**src/rtl/mux_scan_sampler_pkg.sv**
```systemverilog
// mux_scan_sampler_pkg: shared FSM encoding and settle-counter sizing for the scan sampler
package mux_scan_sampler_pkg;
  typedef enum logic [1:0] {
    S_IDLE = 2'd0,
    S_SCAN = 2'd1,
    S_DONE = 2'd2
  } state_t;
  localparam int CNT_W = 4;
  localparam int SETTLE_MAX = 15;
endpackage

```
**src/rtl/mux_scan_sampler.sv**
```systemverilog
// mux_scan_sampler: steps mux select through every channel, samples after a settle time, returns the word via valid/ready
module mux_scan_sampler
  import mux_scan_sampler_pkg::*;
#(
  parameter int NCH = 8,
  parameter int SEL_W = 3,
  parameter int SETTLE = 1,
  parameter bit LSB_FIRST = 1'b1
) (
  input  logic             clk,
  input  logic             rst,
  input  logic             start,
  output logic             busy,
  output logic [SEL_W-1:0] sel,
  input  logic             mux_out,
  output logic [NCH-1:0]   data_out,
  output logic             data_valid,
  input  logic             data_ready
);
  localparam logic [SEL_W-1:0] FIRST = LSB_FIRST ? '0 : SEL_W'(NCH - 1);
  localparam logic [SEL_W-1:0] LAST  = LSB_FIRST ? SEL_W'(NCH - 1) : '0;
  localparam logic [CNT_W-1:0] RELOAD = CNT_W'(SETTLE);
  if (SEL_W != $clog2(NCH)) begin : g_bad_sel_w
    $error("mux_scan_sampler: SEL_W must equal clog2(NCH)");
  end
  if (SETTLE < 0 || SETTLE > SETTLE_MAX) begin : g_bad_settle
    $error("mux_scan_sampler: SETTLE out of range 0..15");
  end
  state_t           state;
  logic [CNT_W-1:0] cnt;
  always_ff @(posedge clk) begin
    if (rst) begin
      state      <= S_IDLE;
      sel        <= '0;
      busy       <= 1'b0;
      data_valid <= 1'b0;
      data_out   <= '0;
      cnt        <= '0;
    end else begin
      case (state)
        S_IDLE: if (start) begin
          state <= S_SCAN;
          sel   <= FIRST;
          cnt   <= RELOAD;
          busy  <= 1'b1;
        end
        S_SCAN: if (cnt != '0) begin
          cnt <= cnt - CNT_W'(1);
        end else begin
          data_out[sel] <= mux_out;
          if (sel == LAST) begin
            state      <= S_DONE;
            busy       <= 1'b0;
            data_valid <= 1'b1;
          end else begin
            sel <= LSB_FIRST ? sel + SEL_W'(1) : sel - SEL_W'(1);
            cnt <= RELOAD;
          end
        end
        S_DONE: if (data_ready) begin
          state      <= S_IDLE;
          data_valid <= 1'b0;
        end
        default: state <= S_IDLE;
      endcase
    end
  end
endmodule
```
**config.mk**
```make
export PLATFORM = sky130hd
export DESIGN_NAME = mux_scan_sampler
export DESIGN_NICKNAME = d
export VERILOG_FILES = /design/src/rtl/mux_scan_sampler_pkg.sv /design/src/rtl/mux_scan_sampler.sv
export SDC_FILE = /design/constraint.sdc
export NUM_CORES = 1
export LEC_CHECK = 0
export BUFFER_PORTS_ARGS = -buffer_cell sky130_fd_sc_hd__buf_2
export CAP_MARGIN = 15
export CORE_UTILIZATION = 34
export CTS_BUF_LIST = sky130_fd_sc_hd__clkbuf_2
export CTS_CLUSTER_DIAMETER = 60
export DETAILED_ROUTE_END_ITERATION = 12
export HOLD_SLACK_MARGIN = 0.1
export PLACE_DENSITY_LB_ADDON = 0.3
export SLEW_MARGIN = 20
export SYNTH_ARGS = -nofsm -noshare
export SYNTH_HDL_FRONTEND = slang
export SYNTH_SLANG_ARGS = --single-unit
export TNS_END_PERCENT = 30
```
**constraint.sdc**
```tcl
create_clock -name clk -period 3.81 [get_ports clk]
set_clock_uncertainty 0.1 [all_clocks]
set_input_delay 0.1905 -clock clk [delete_from_list [all_inputs] [get_ports clk]]
set_output_delay 0.1905 -clock clk [all_outputs]
set_load 0.05 [all_outputs]
```
==> out/qor_table.md, run 1 <==
| Result | Value | Unit |
|:---|:---|:---|
| Post-synthesis cell type with the largest combined area | sky130_fd_sc_hd__dfxtp_1 | - |
| Hold path startpoint | mux_out | - |
| Compound-gate portion of the synthesized area | 13.5 | % |
| Worst skew pair latency | 0.29 | ns |
| Highest net fanout along the worst path | 9 | - |
| Core Area | 2540 | µm² |
| Final worst path period share | 56.8 | % |
| Number of vias in the routed layout | 790 | - |
| Upper clock frequency limit | 462 | MHz |
| Violation count after the first detailed-routing iteration | 14 | - |
| Post-placement cell count | 147 | - |
| Type of the setup path with the least slack | reg2reg | - |
| Boundary pin count | 18 | - |
| Clock slew at reported path FFs | 0.18 | ns |
| Maximum VDD drop | 0.174 | mV |
| Residual antenna-violating net count after detailed routing | 0 | - |
| Leading cell types by total area after synthesis | sky130_fd_sc_hd__dfxtp_1 (40%), sky130_fd_sc_hd__mux2i_1 (9.6%), sky130_fd_sc_hd__ha_1 (5.3%) | - |
| Initial Util | 37.0 | % |
| Worst Reg2Reg Path Length in Cells | 6 | - |
| Total wirelength of the detailed-routed design | 1870 | µm |
| Worst-case hold slack | 0.128 | ns |
| Count of synthesis-stage warnings from yosys | 0 | - |
| Sw frac | 32.7 | % |
| Data required time at the worst endpoint | 3.94 | ns |
| Unrepaired setup endpoints after global routing | no | - |
| Worst Tran Pin Value | 0.769 | ns |
| Post-synthesis mux area share | 9.56 | % |
| Critical path launch point | cnt[0]$_SDFFE_PP0P_ | - |
| Synthesized netlist net count | 116 | - |
| Wire length of the first global-routing pass | 2970 | µm |
| Number of diodes | 0 | - |
| Sort of element at the end of the critical path | register | - |
| Count of final hold-check violations | 0 | - |
| Chip Height | 54.6 | µm |
| Area growth syn-to-layout | 12.2 | % |
| Basic-gate share of the synthesized area counting and, or, nand and nor cells | 25.2 | % |
| Largest family of logic cells by synthesized area | simple AND/OR/NAND/NOR gates | - |
| Placer Congestion | 0.870 | - |
| Area of the die | 2990 | µm² |
| Critical Path Max Stage Delay | 0.52 | ns |
| Count leader, synth | sky130_fd_sc_hd__dfxtp_1 | - |
| Post-synthesis instance area | 942 | µm² |
| Worst reg-to-reg setup slack | 1.65 | ns |
| Total iterations of the first detailed-routing run | 4 | - |
| CP Launch Type | register | - |
| Fraction of synthesis flops using an asynchronous set or reset pin | 0 | % |
| Reported net switching power | 0.000131 | W |
| Total congestion overflow | 0 | - |
| Standard cell with the maximum stage delay on the critical path | sky130_fd_sc_hd__or3b_2 | - |
| DP Wirelength | 1380 | µm |
| Clock tree buffer depth | 2 | - |
| Adder-cell area share of the yosys netlist | 5.31 | % |
| Setup violations, final | 0 | - |
| Proportion of netlist area held by the largest area contributor | 40.4 | % |
| Number of synthesized flops with an enable pin | 0 | - |
| Net total in the final layout | 132 | - |
| Worst rel slew slack | 48.0 | % |
| Avg Vias per Cell | 5.20 | - |
| Buffers on Ports | 17 | - |
| Post-Route Setup TNS | 0 | ns |
| Clock tree from TritonCTS | built | - |
| Number of cells on the worst hold path | 3 | - |
| Mean Syn Cell Area | 8.81 | µm² |
| Power density over the cells | 380 | nW/µm² |
| Reported max-cap violation count | 0 | - |
| Run status | finished, final reports clean | - |
| Number of distinct library cells after synthesis | 32 | - |
| Htree depth | 1 | - |
| Final min period | 2.16 | ns |
| Parity-gate share of the synthesized area counting xor and xnor cells | 0 | % |
| Logic gate share of total power | 23.3 | % |
| Worst R2R Start | cnt[0]$_SDFFE_PP0P_ | - |
| Number of sinks driven by the clock tree | 19 | - |
| Root Buffer | sky130_fd_sc_hd__clkbuf_2 | - |
| DRC | 0 | - |
| Path type of the worst min-delay path | in2reg | - |
| Via count of the first global-routing pass | 693 | - |
| Post-layout power | 0.000402 | W |
| Std-Cell Rows | 18 | - |
| GRT Resource Usage Total | 13.7 | % |
| Maximum number of pins on one net before global-route repair | 21 | - |
| Post-synth top flop | sky130_fd_sc_hd__dfxtp_1 | - |
| Initial antenna violation count | 0 | - |
| Worst path cell trace | inv_1 -> ha_1 -> or3b_2 -> and2_1 -> or4_1 -> o31ai_1 | - |
| Sequential area share after synthesis | 40.4 | % |
| Final Max Tran Viols | 0 | - |
| Width of the die | 54.6 | µm |
| Post-synth top cells | sky130_fd_sc_hd__dfxtp_1 (19), sky130_fd_sc_hd__nor2_1 (11), sky130_fd_sc_hd__mux2i_1 (9) | - |
| Clk pwr share | 21.9 | % |
| Endpoint arrival time on the critical path | 2.29 | ns |
| Reg power frac | 54.8 | % |
| Cell-internal power | 0.000271 | W |
| Fraction of layout instances using a drive strength above 1 | 18.9 | % |
| #FFs+latches synth | 19 | - |
| Number of instances in the synthesized netlist | 107 | - |
| Finished Layout Cells | 152 | - |
| Number of CTS-inserted buffers | 3 | - |
| Post-DR wirelength/cell | 12.3 | µm |
| Static leakage power | 0.433 | nW |
[power by group through the flow]
stage,Sequential (W),Combinational [W],Clock (W)
after global placement,0.000224,0.0000906,0
final,0.000220,0.0000937,0.0000879
after detailed placement,0.000224,0.0000929,0
after CTS,0.000220,0.0000942,0.0000937
after floorplan,0.000233,0.0000666,0
after global routing,0.000223,0.000104,0.000100
[cell type report]
class / instances / area, µm²
Fill cell: 266 / 1490
Inverter: 5 / 18.8
Clock buffer: 4 / 20.0
Multi-Input combinational cell: 76 / 505
Timing Repair Buffer: 18 / 95.1
Tap cell: 30 / 37.5
Sequential cell: 19 / 380
[sequential cells by signal, indices dropped and copies added (netlist names)]
register    cells
state           2
data_out        8
data_valid      1
busy            1
cnt             4
sel             3
[cell usage in the layout (no fill, tap or decap), types with 3 or more instances in the layout]
| cell | n |
|---|---|
| sky130_fd_sc_hd__nor2_1 | 11 |
| sky130_fd_sc_hd__a21oi_1 | 7 |
| sky130_fd_sc_hd__nand3_1 | 7 |
| sky130_fd_sc_hd__buf_2 | 17 |
| sky130_fd_sc_hd__dfxtp_1 | 19 |
| sky130_fd_sc_hd__inv_1 | 5 |
| sky130_fd_sc_hd__nand2_1 | 4 |
| sky130_fd_sc_hd__clkbuf_2 | 4 |
| sky130_fd_sc_hd__a31oi_1 | 3 |
| sky130_fd_sc_hd__mux2i_1 | 9 |
| sky130_fd_sc_hd__nor3_1 | 5 |
| sky130_fd_sc_hd__ha_1 | 4 |
| sky130_fd_sc_hd__nand2b_1 | 3 |
[through the flow]
stage / instance area [µm²] / util (%) / worst slack [ns]
floorplan: 942 / - / 1.68
global placement: 1030 / 40.4 / 1.76
detailed placement: 1030 / 40.4 / 1.68
CTS: 1060 / 41.5 / 1.64
global route: 1060 / 41.5 / 1.48
finish: 1060 / 41.5 / 1.65
[worst paths after layout]
check	endpoint
setup / recovery	cnt[1]$_SDFFE_PP0P_
hold reg to reg	cnt[0]$_SDFFE_PP0P_
hold / removal	data_out[4]$_SDFFE_PP0P_
setup reg to reg	cnt[1]$_SDFFE_PP0P_
[worst max-delay path, delay by kind of cell, from the launching register on]
kind / cells / cell delay, ns
fa+ha+maj: 1 / 0.32
flops: 1 / 0.37
buf+inv: 1 / 0.08
simple gates: 3 / 1.15
compound gates: 1 / 0.08
[cells by family after synthesis]
family,Yosys count
simple gates,44
compound gates,19
flops,19
buf+inv,12
mux,9
fa+ha+maj,4
[per-layer routing]
metal	part of all wire [%]	vias up	global-route usage (%)
met5	0	-	0
met4	0.54	0	5.13
met3	5.7	2	3.06
met2	42	18	20.3
met1	51	354	19.0
li1	-	416	-
[timing repair]
item | 4_1_cts | 5_1_grt
endpoints found under the setup margin | 0 | 0
buffers inserted | 0 | 0
hold endpoints to repair | 1 | 0
resized for setup | 0 | 0
hold buffers | 1 | 0
Power figures use the tool's default switching activity.
==> run 2: changes to the inputs <==
--- a/config.mk
+++ b/config.mk
@@ -5,6 +5,7 @@
 export SDC_FILE = /design/constraint.sdc
 export NUM_CORES = 1
 export LEC_CHECK = 0
+export ABC_AREA = 1
 export BUFFER_PORTS_ARGS = -buffer_cell sky130_fd_sc_hd__buf_2
 export CAP_MARGIN = 15
 export CORE_UTILIZATION = 34
==> constraint.sdc (replaced) <==
create_clock -name clk -period 2 [get_ports clk]
set_clock_uncertainty 0.1 [all_clocks]
set_input_delay 0.1 -clock clk [delete_from_list [all_inputs] [get_ports clk]]
set_output_delay 0.1 -clock clk [all_outputs]
set_load 0.05 [all_outputs]
==> out/qor_table.md, run 2 <==
| Result | Value | Unit |
|:---|:---|:---|
| Sort of element at the end of the critical path | register | - |
| Final min period | 1.63 | ns |
| Clock tree from TritonCTS | built | - |
| Total iterations of the first detailed-routing run | 4 | - |
| Residual antenna-violating net count after detailed routing | 0 | - |
| Chip Height | 55.8 | µm |
| Filler Cell Count | 295 | - |
| Upper clock frequency limit | 614 | MHz |
| Wire length of the first global-routing pass | 3310 | µm |
| Path type of the worst min-delay path | reg2reg | - |
| Width of the die | 55.8 | µm |
| CP Launch Type | register | - |
| Worst-case hold slack | 0.356 | ns |
| Type of the setup path with the least slack | reg2reg | - |
| Largest registers in the final layout | data_out x8, cnt x4, sel x3 | - |
| Number of diodes | 0 | - |
| Boundary pin count | 18 | - |
| Hold path startpoint | busy$_SDFFE_PP0P_ | - |
| DP Wirelength | 1490 | µm |
| Post-DR wirelength/cell | 9.54 | µm |
| Violation count after the first detailed-routing iteration | 21 | - |
| Buffers on Ports | 17 | - |
| Run status | finished, final reports clean | - |
| Post-synth top flop | sky130_fd_sc_hd__dfxtp_1 | - |
| Placer Congestion | 0.811 | - |
| Mean Syn Cell Area | 6.65 | µm² |
| DRC | 0 | - |
| Count of final hold-check violations | 0 | - |
| Synthesized netlist net count | 157 | - |
| Number of vias in the routed layout | 941 | - |
| Endpoint arrival time on the critical path | 1.77 | ns |
| Maximum number of pins on one net before global-route repair | 16 | - |
| Multi-input combinational cell area | 529 | µm² |
| Std-Cell Rows | 19 | - |
| Count of synthesis-stage warnings from yosys | 0 | - |
| Final worst path period share | 81.4 | % |
| Buffers inserted by post-CTS timing repair | 0 | - |
| Via count of the first global-routing pass | 819 | - |
| Highest net fanout along the worst path | 7 | - |
| Fraction of synthesis flops using an asynchronous set or reset pin | 0 | % |
| Critical path launch point | sel[0]$_SDFFE_PP0P_ | - |
| #FFs+latches synth | 19 | - |
| Post-layout power | 0.000795 | W |
| Worst skew pair latency | 0.30 | ns |
| Worst rel slew slack | 68.7 | % |
| Most common cell after layout, fill and taps aside | sky130_fd_sc_hd__nor2_1 | - |
| Static leakage power | 0.575 | nW |
| Core Area | 2760 | µm² |
| Sequential area share after synthesis | 38.6 | % |
| Total wirelength of the detailed-routed design | 1940 | µm |
| Worst R2R Start | sel[0]$_SDFFE_PP0P_ | - |
| Power density over the cells | 682 | nW/µm² |
| Avg Vias per Cell | 4.64 | - |
| Leading cell types by total area after synthesis | sky130_fd_sc_hd__dfxtp_1 (39%), sky130_fd_sc_hd__nor2_1 (14%), sky130_fd_sc_hd__nand2_1 (13%) | - |
| Reported max-cap violation count | 0 | - |
| Data required time at the worst endpoint | 2.14 | ns |
| Initial antenna violation count | 0 | - |
| Design area | 1160 | µm² |
| Standard cell with the maximum stage delay on the critical path | sky130_fd_sc_hd__dfxtp_1 | - |
| Clock slew at reported path FFs | 0.17 | ns |
| Clock tree buffer depth | 2 | - |
| Total congestion overflow | 0 | - |
| Number of distinct library cells after synthesis | 23 | - |
| Number of synthesized flops with an enable pin | 0 | - |
| Number of sinks driven by the clock tree | 19 | - |
| Area taken by flip-flops and latches | 380 | µm² |
| Area growth syn-to-layout | 18.3 | % |
| Critical Path Max Stage Delay | 0.49 | ns |
| Post-synthesis cell type with the largest combined area | sky130_fd_sc_hd__dfxtp_1 | - |
| Post-synthesis instance area | 985 | µm² |
| Root Buffer | sky130_fd_sc_hd__clkbuf_2 | - |
| GRT Resource Usage Total | 13.3 | % |
| Maximum VDD drop | 0.335 | mV |
| Worst Tran Pin Value | 0.469 | ns |
| Unrepaired setup endpoints after global routing | no | - |
| Cell family contributing the most delay on the critical path | flip-flops | - |
| Initial Util | 35.7 | % |
| Largest register FFs | 8 | - |
| Final Max Tran Viols | 0 | - |
| Proportion of netlist area held by the largest area contributor | 38.6 | % |
| Count leader, synth | sky130_fd_sc_hd__nor2_1 | - |
| Setup violations, final | 0 | - |
| Register ranked first by flip-flop count | data_out | - |
| Post-synth top cells | sky130_fd_sc_hd__nor2_1 (36), sky130_fd_sc_hd__nand2_1 (35), sky130_fd_sc_hd__dfxtp_1 (19) | - |
| Most used cells in the layout excluding fill and tap cells | sky130_fd_sc_hd__nor2_1 (36), sky130_fd_sc_hd__nand2_1 (35), sky130_fd_sc_hd__dfxtp_1 (19) | - |
| Fraction of layout instances using a drive strength above 1 | 19.8 | % |
| Post-Route Setup TNS | 0 | ns |
| Htree depth | 1 | - |
| Placement-stage cell area | 1100 | µm² |
| Crit path buffers/inverters | 1 | - |
| Net total in the final layout | 182 | - |
| Number of CTS-inserted buffers | 3 | - |
| Worst path cell trace | ha_1 -> ha_1 -> inv_1 -> nor2_1 -> nand2_2 -> nand2_2 -> nand2_1 -> a21oi_1 | - |
| Area of the die | 3120 | µm² |
| Number of instances in the synthesized netlist | 148 | - |
run 2: cell types whose count changed in the layout (fill, tap and decap cells not counted), sizes merged, moves of 4 or more:
cell	delta
inv	+14
mux2i	-9
nand2	+36
nor2	+28
nor3	-4
run 2: report_power, final:
group          switching, W  internal (W)  total (W)
combinational      0.000140     0.0000655   0.000205
clock              0.000115     0.0000530   0.000168
sequential        0.0000222      0.000399   0.000421
run 2: cells by family (layout without fill, tap and decap cells):
| group | after synthesis | count (layout) | share of synthesized area [%] |
|---|---|---|---|
| buf+inv | 20 | 44 | 7.62 |
| simple gates | 94 | 94 | 41.9 |
| compound gates | 11 | 11 | 6.73 |
| fa+ha+maj | 4 | 4 | 5.08 |
| flops | 19 | 19 | 38.6 |
run 2: timing repair:
action                    4_1_cts  5_1_grt
hold endpoints to repair       11        0
gates resized for setup         0        0
hold buffers                    4        0
run 2: final cells by class:
| cell class | instances | share of cell area, % |
|---|---|---|
| repair buffers | 21 | 10.7 |
| well taps | 31 | 3.33 |
| clock buffers | 4 | 1.72 |
| flip-flops and latches | 19 | 32.7 |
| inverters | 19 | 6.12 |
| multi-input cells | 109 | 45.4 |
run 2: final timing paths:
path,endpoint,slack (ns),cells past startpoint
worst max-delay path,cnt[2]$_SDFFE_PP0P_,0.37,8
worst min-delay path,busy$_SDFFE_PP0P_,0.36,2
worst max register to register,cnt[2]$_SDFFE_PP0P_,0.37,8
worst min register to register,busy$_SDFFE_PP0P_,0.36,2
run 2: worst register-to-register path, stage by stage, from the launching register on:
cell	delay, ns
sky130_fd_sc_hd__dfxtp_1	0.49
sky130_fd_sc_hd__ha_1	0.19
sky130_fd_sc_hd__ha_1	0.19
sky130_fd_sc_hd__inv_1	0.05
sky130_fd_sc_hd__nor2_1	0.13
sky130_fd_sc_hd__nand2_2	0.11
sky130_fd_sc_hd__nand2_2	0.11
sky130_fd_sc_hd__nand2_1	0.05
sky130_fd_sc_hd__a21oi_1	0.14
run 2: routing by layer:
layer | GRT usage, % | wire (µm)
met1 | 16.3 | 914
met3 | 2.79 | 48
met4 | 6.97 | 16
met2 | 22.0 | 956
met5 | 0 | 0
run 2: metrics by stage:
stage / std cells / util (%) / setup WS, ns
floorplan: 148 / - / 0.251
global placement: 195 / 40.1 / 0.436
detailed placement: 195 / 40.1 / 0.421
CTS: 203 / 42.2 / 0.351
global route: 203 / 42.2 / 0.224
finish: 203 / 42.2 / 0.372
==> run 3: changes to the inputs <==
==> constraint.sdc (replaced) <==
create_clock -name clk -period 1.5 [get_ports clk]
set_clock_uncertainty 0.1 [all_clocks]
set_input_delay 0.075 -clock clk [delete_from_list [all_inputs] [get_ports clk]]
set_output_delay 0.075 -clock clk [all_outputs]
set_load 0.05 [all_outputs]
==> out/qor_table.md, run 3 (synthesized netlist as in run 2, its figures left out) <==
| Result | Value | Unit |
|:---|:---|:---|
| Worst Hold Endpoint | busy$_SDFFE_PP0P_ | - |
| Most used cells in the layout excluding fill and tap cells | sky130_fd_sc_hd__nand2_1 (32), sky130_fd_sc_hd__nor2_1 (28), sky130_fd_sc_hd__buf_2 (17) | - |
| Std-Cell Rows | 19 | - |
| Unrepaired setup endpoints after global routing | no | - |
| Sort of element at the end of the critical path | register | - |
| Post-DR wirelength/cell | 10.4 | µm |
| Reported net switching power | 0.000414 | W |
| Maximum number of pins on one net before global-route repair | 16 | - |
| Reported max-cap violation count | 0 | - |
| Setup violations, final | 0 | - |
| DP Wirelength | 1530 | µm |
| Maximum VDD drop | 0.489 | mV |
| Hold path startpoint | busy$_SDFFE_PP0P_ | - |
| Clock tree buffer depth | 2 | - |
| Endpoint arrival time on the critical path | 1.54 | ns |
| Worst setup slack before clock tree synthesis | 0.0230 | ns |
| Via count of the first global-routing pass | 900 | - |
| Upper clock frequency limit | 710 | MHz |
| Violation count after the first detailed-routing iteration | 13 | - |
| Total wirelength of the detailed-routed design | 2160 | µm |
| Path type of the worst min-delay path | reg2reg | - |
| Initial antenna violation count | 0 | - |
| Clock tree from TritonCTS | built | - |
| Type of the setup path with the least slack | reg2reg | - |
| Worst reg-to-reg setup slack | 0.09 | ns |
| Most common cell after layout, fill and taps aside | sky130_fd_sc_hd__nand2_1 | - |
| Root Buffer | sky130_fd_sc_hd__clkbuf_2 | - |
| Buffers on Ports | 17 | - |
| Placer Congestion | 0.862 | - |
| Number of cells on the worst hold path | 2 | - |
| Final core occ | 47.0 | % |
| Worst rel slew slack | 69.2 | % |
| Boundary pin count | 18 | - |
| Wire length of the first global-routing pass | 3780 | µm |
| Worst R2R Start | cnt[0]$_SDFFE_PP0P_ | - |
| Avg Vias per Cell | 4.68 | - |
| Width of the die | 55.8 | µm |
| Residual antenna-violating net count after detailed routing | 0 | - |
| Smallest setup slack after layout | 0.0918 | ns |
| Number of CTS-inserted buffers | 3 | - |
| Run status | finished, final reports clean | - |
| Final worst path period share | 93.9 | % |
| DRC | 0 | - |
| Sw frac | 36.9 | % |
| Worst-case hold slack | 0.357 | ns |
| Post-Route Setup TNS | 0 | ns |
| Clock slew at reported path FFs | 0.17 | ns |
| Clk pwr share | 20.4 | % |
| Fraction of layout instances using a drive strength above 1 | 33.9 | % |
| CP Launch Type | register | - |
| Logic gate share of total power | 29.2 | % |
| Number of diodes | 0 | - |
| Total iterations of the first detailed-routing run | 4 | - |
| Cell-internal power | 0.000707 | W |
| Chip Height | 55.8 | µm |
| GRT Resource Usage Total | 15.5 | % |
| Register ranked first by flip-flop count | data_out | - |
| Initial Util | 35.7 | % |
| Post-layout power | 0.00112 | W |
| Data required time at the worst endpoint | 1.63 | ns |
| Final min period | 1.41 | ns |
| Reg power frac | 50.4 | % |
| Worst skew pair latency | 0.33 | ns |
| Power density over the cells | 865 | nW/µm² |
| Core Area | 2760 | µm² |
| Area growth syn-to-layout | 31.5 | % |
| Largest register FFs | 8 | - |
| Number of vias in the routed layout | 974 | - |
| Final Max Tran Viols | 0 | - |
| Worst Tran Pin Value | 0.461 | ns |
| Htree depth | 1 | - |
| Number of sinks driven by the clock tree | 19 | - |
| Worst Reg2Reg Path Length in Cells | 6 | - |
| Area of the die | 3120 | µm² |
| R2r endpoint | cnt[2]$_SDFFE_PP0P_ | - |
| Highest net fanout along the worst path | 4 | - |
| Count of final hold-check violations | 0 | - |
| Total congestion overflow | 0 | - |
| Net total in the final layout | 187 | - |
| Static leakage power | 0.601 | nW |
| Largest registers in the final layout | data_out x8, cnt x4, sel x3 | - |
-- run 3: cell count changes in the layout (fill, tap and decap cells not counted), sizes merged --
cell,delta
clkinv,+1
clkbuf,-1
buf,+5
-- run 3: per-stage QoR --
stage | instances | instance area [µm²]
4_1_cts | 205 | 1190
3_5_place_dp | 197 | 1130
6_report | 208 | 1290
5_1_grt | 208 | 1290
3_3_place_gp | 197 | 1130
2_1_floorplan | 148 | 993
-- run 3: cell type report --
class | instances | area (µm²)
Fill cell | 283 | 1460
Multi-Input combinational cell | 109 | 613
Timing Repair Buffer | 26 | 163
Clock inverter | 1 | 5.00
Sequential cell | 19 | 389
Clock buffer | 3 | 15.0
Inverter | 19 | 71.3
Tap cell | 31 | 38.8
-- run 3: metal layers --
layer	vias up	part of all wire, %	global-route usage [%]
li1	518	-	-
met1	433	47	19.7
met2	18	47	23.6
met3	5	2.6	2.79
met4	0	2.7	10.8
met5	-	0	0
-- run 3: worst max-delay path: stages, from the launching register on --
cell	delay, ns
sky130_fd_sc_hd__dfxtp_1	0.38
sky130_fd_sc_hd__inv_2	0.06
sky130_fd_sc_hd__buf_4	0.14
sky130_fd_sc_hd__ha_1	0.20
sky130_fd_sc_hd__or2_2	0.27
sky130_fd_sc_hd__nand4_1	0.12
sky130_fd_sc_hd__a21oi_2	0.06
-- run 3: power by group through the flow --
stage          sequential [W]  clock (W)  combinational [W]
2_1_floorplan        0.000628          0           0.000157
3_3_place_gp         0.000572          0           0.000273
3_5_place_dp         0.000573          0           0.000277
4_1_cts              0.000562   0.000241           0.000287
5_1_grt              0.000571   0.000271           0.000361
6_report             0.000565   0.000229           0.000327
-- run 3: how the worst max path moves through the flow --
stage / from / endpoint / slack (ns) / depth (start not counted)
after floorplan: sel[1]$_SDFFE_PP0P_ / cnt[1]$_SDFFE_PP0P_ / 0.08 / 8
after global placement: cnt[1]$_SDFFE_PP0P_ / data_out[0]$_SDFFE_PP0P_ / 0.05 / 9
after detailed placement: cnt[1]$_SDFFE_PP0P_ / data_out[0]$_SDFFE_PP0P_ / 0.02 / 9
after CTS: sel[1]$_SDFFE_PP0P_ / cnt[3]$_SDFFE_PP0P_ / 0.02 / 8
after global routing: cnt[0]$_SDFFE_PP0P_ / data_out[5]$_SDFFE_PP0P_ / 0.02 / 9
final: cnt[0]$_SDFFE_PP0P_ / cnt[2]$_SDFFE_PP0P_ / 0.09 / 6
-- run 3: what timing repair did --
item / 4_1_cts / 5_1_grt
setup buffers: 0 / 3
endpoints found under the setup margin: 1 / 14
resized for setup: 1 / 22
pin swaps: 0 / 5
endpoints found under the hold margin: 14 / 0
hold buffers: 4 / 0
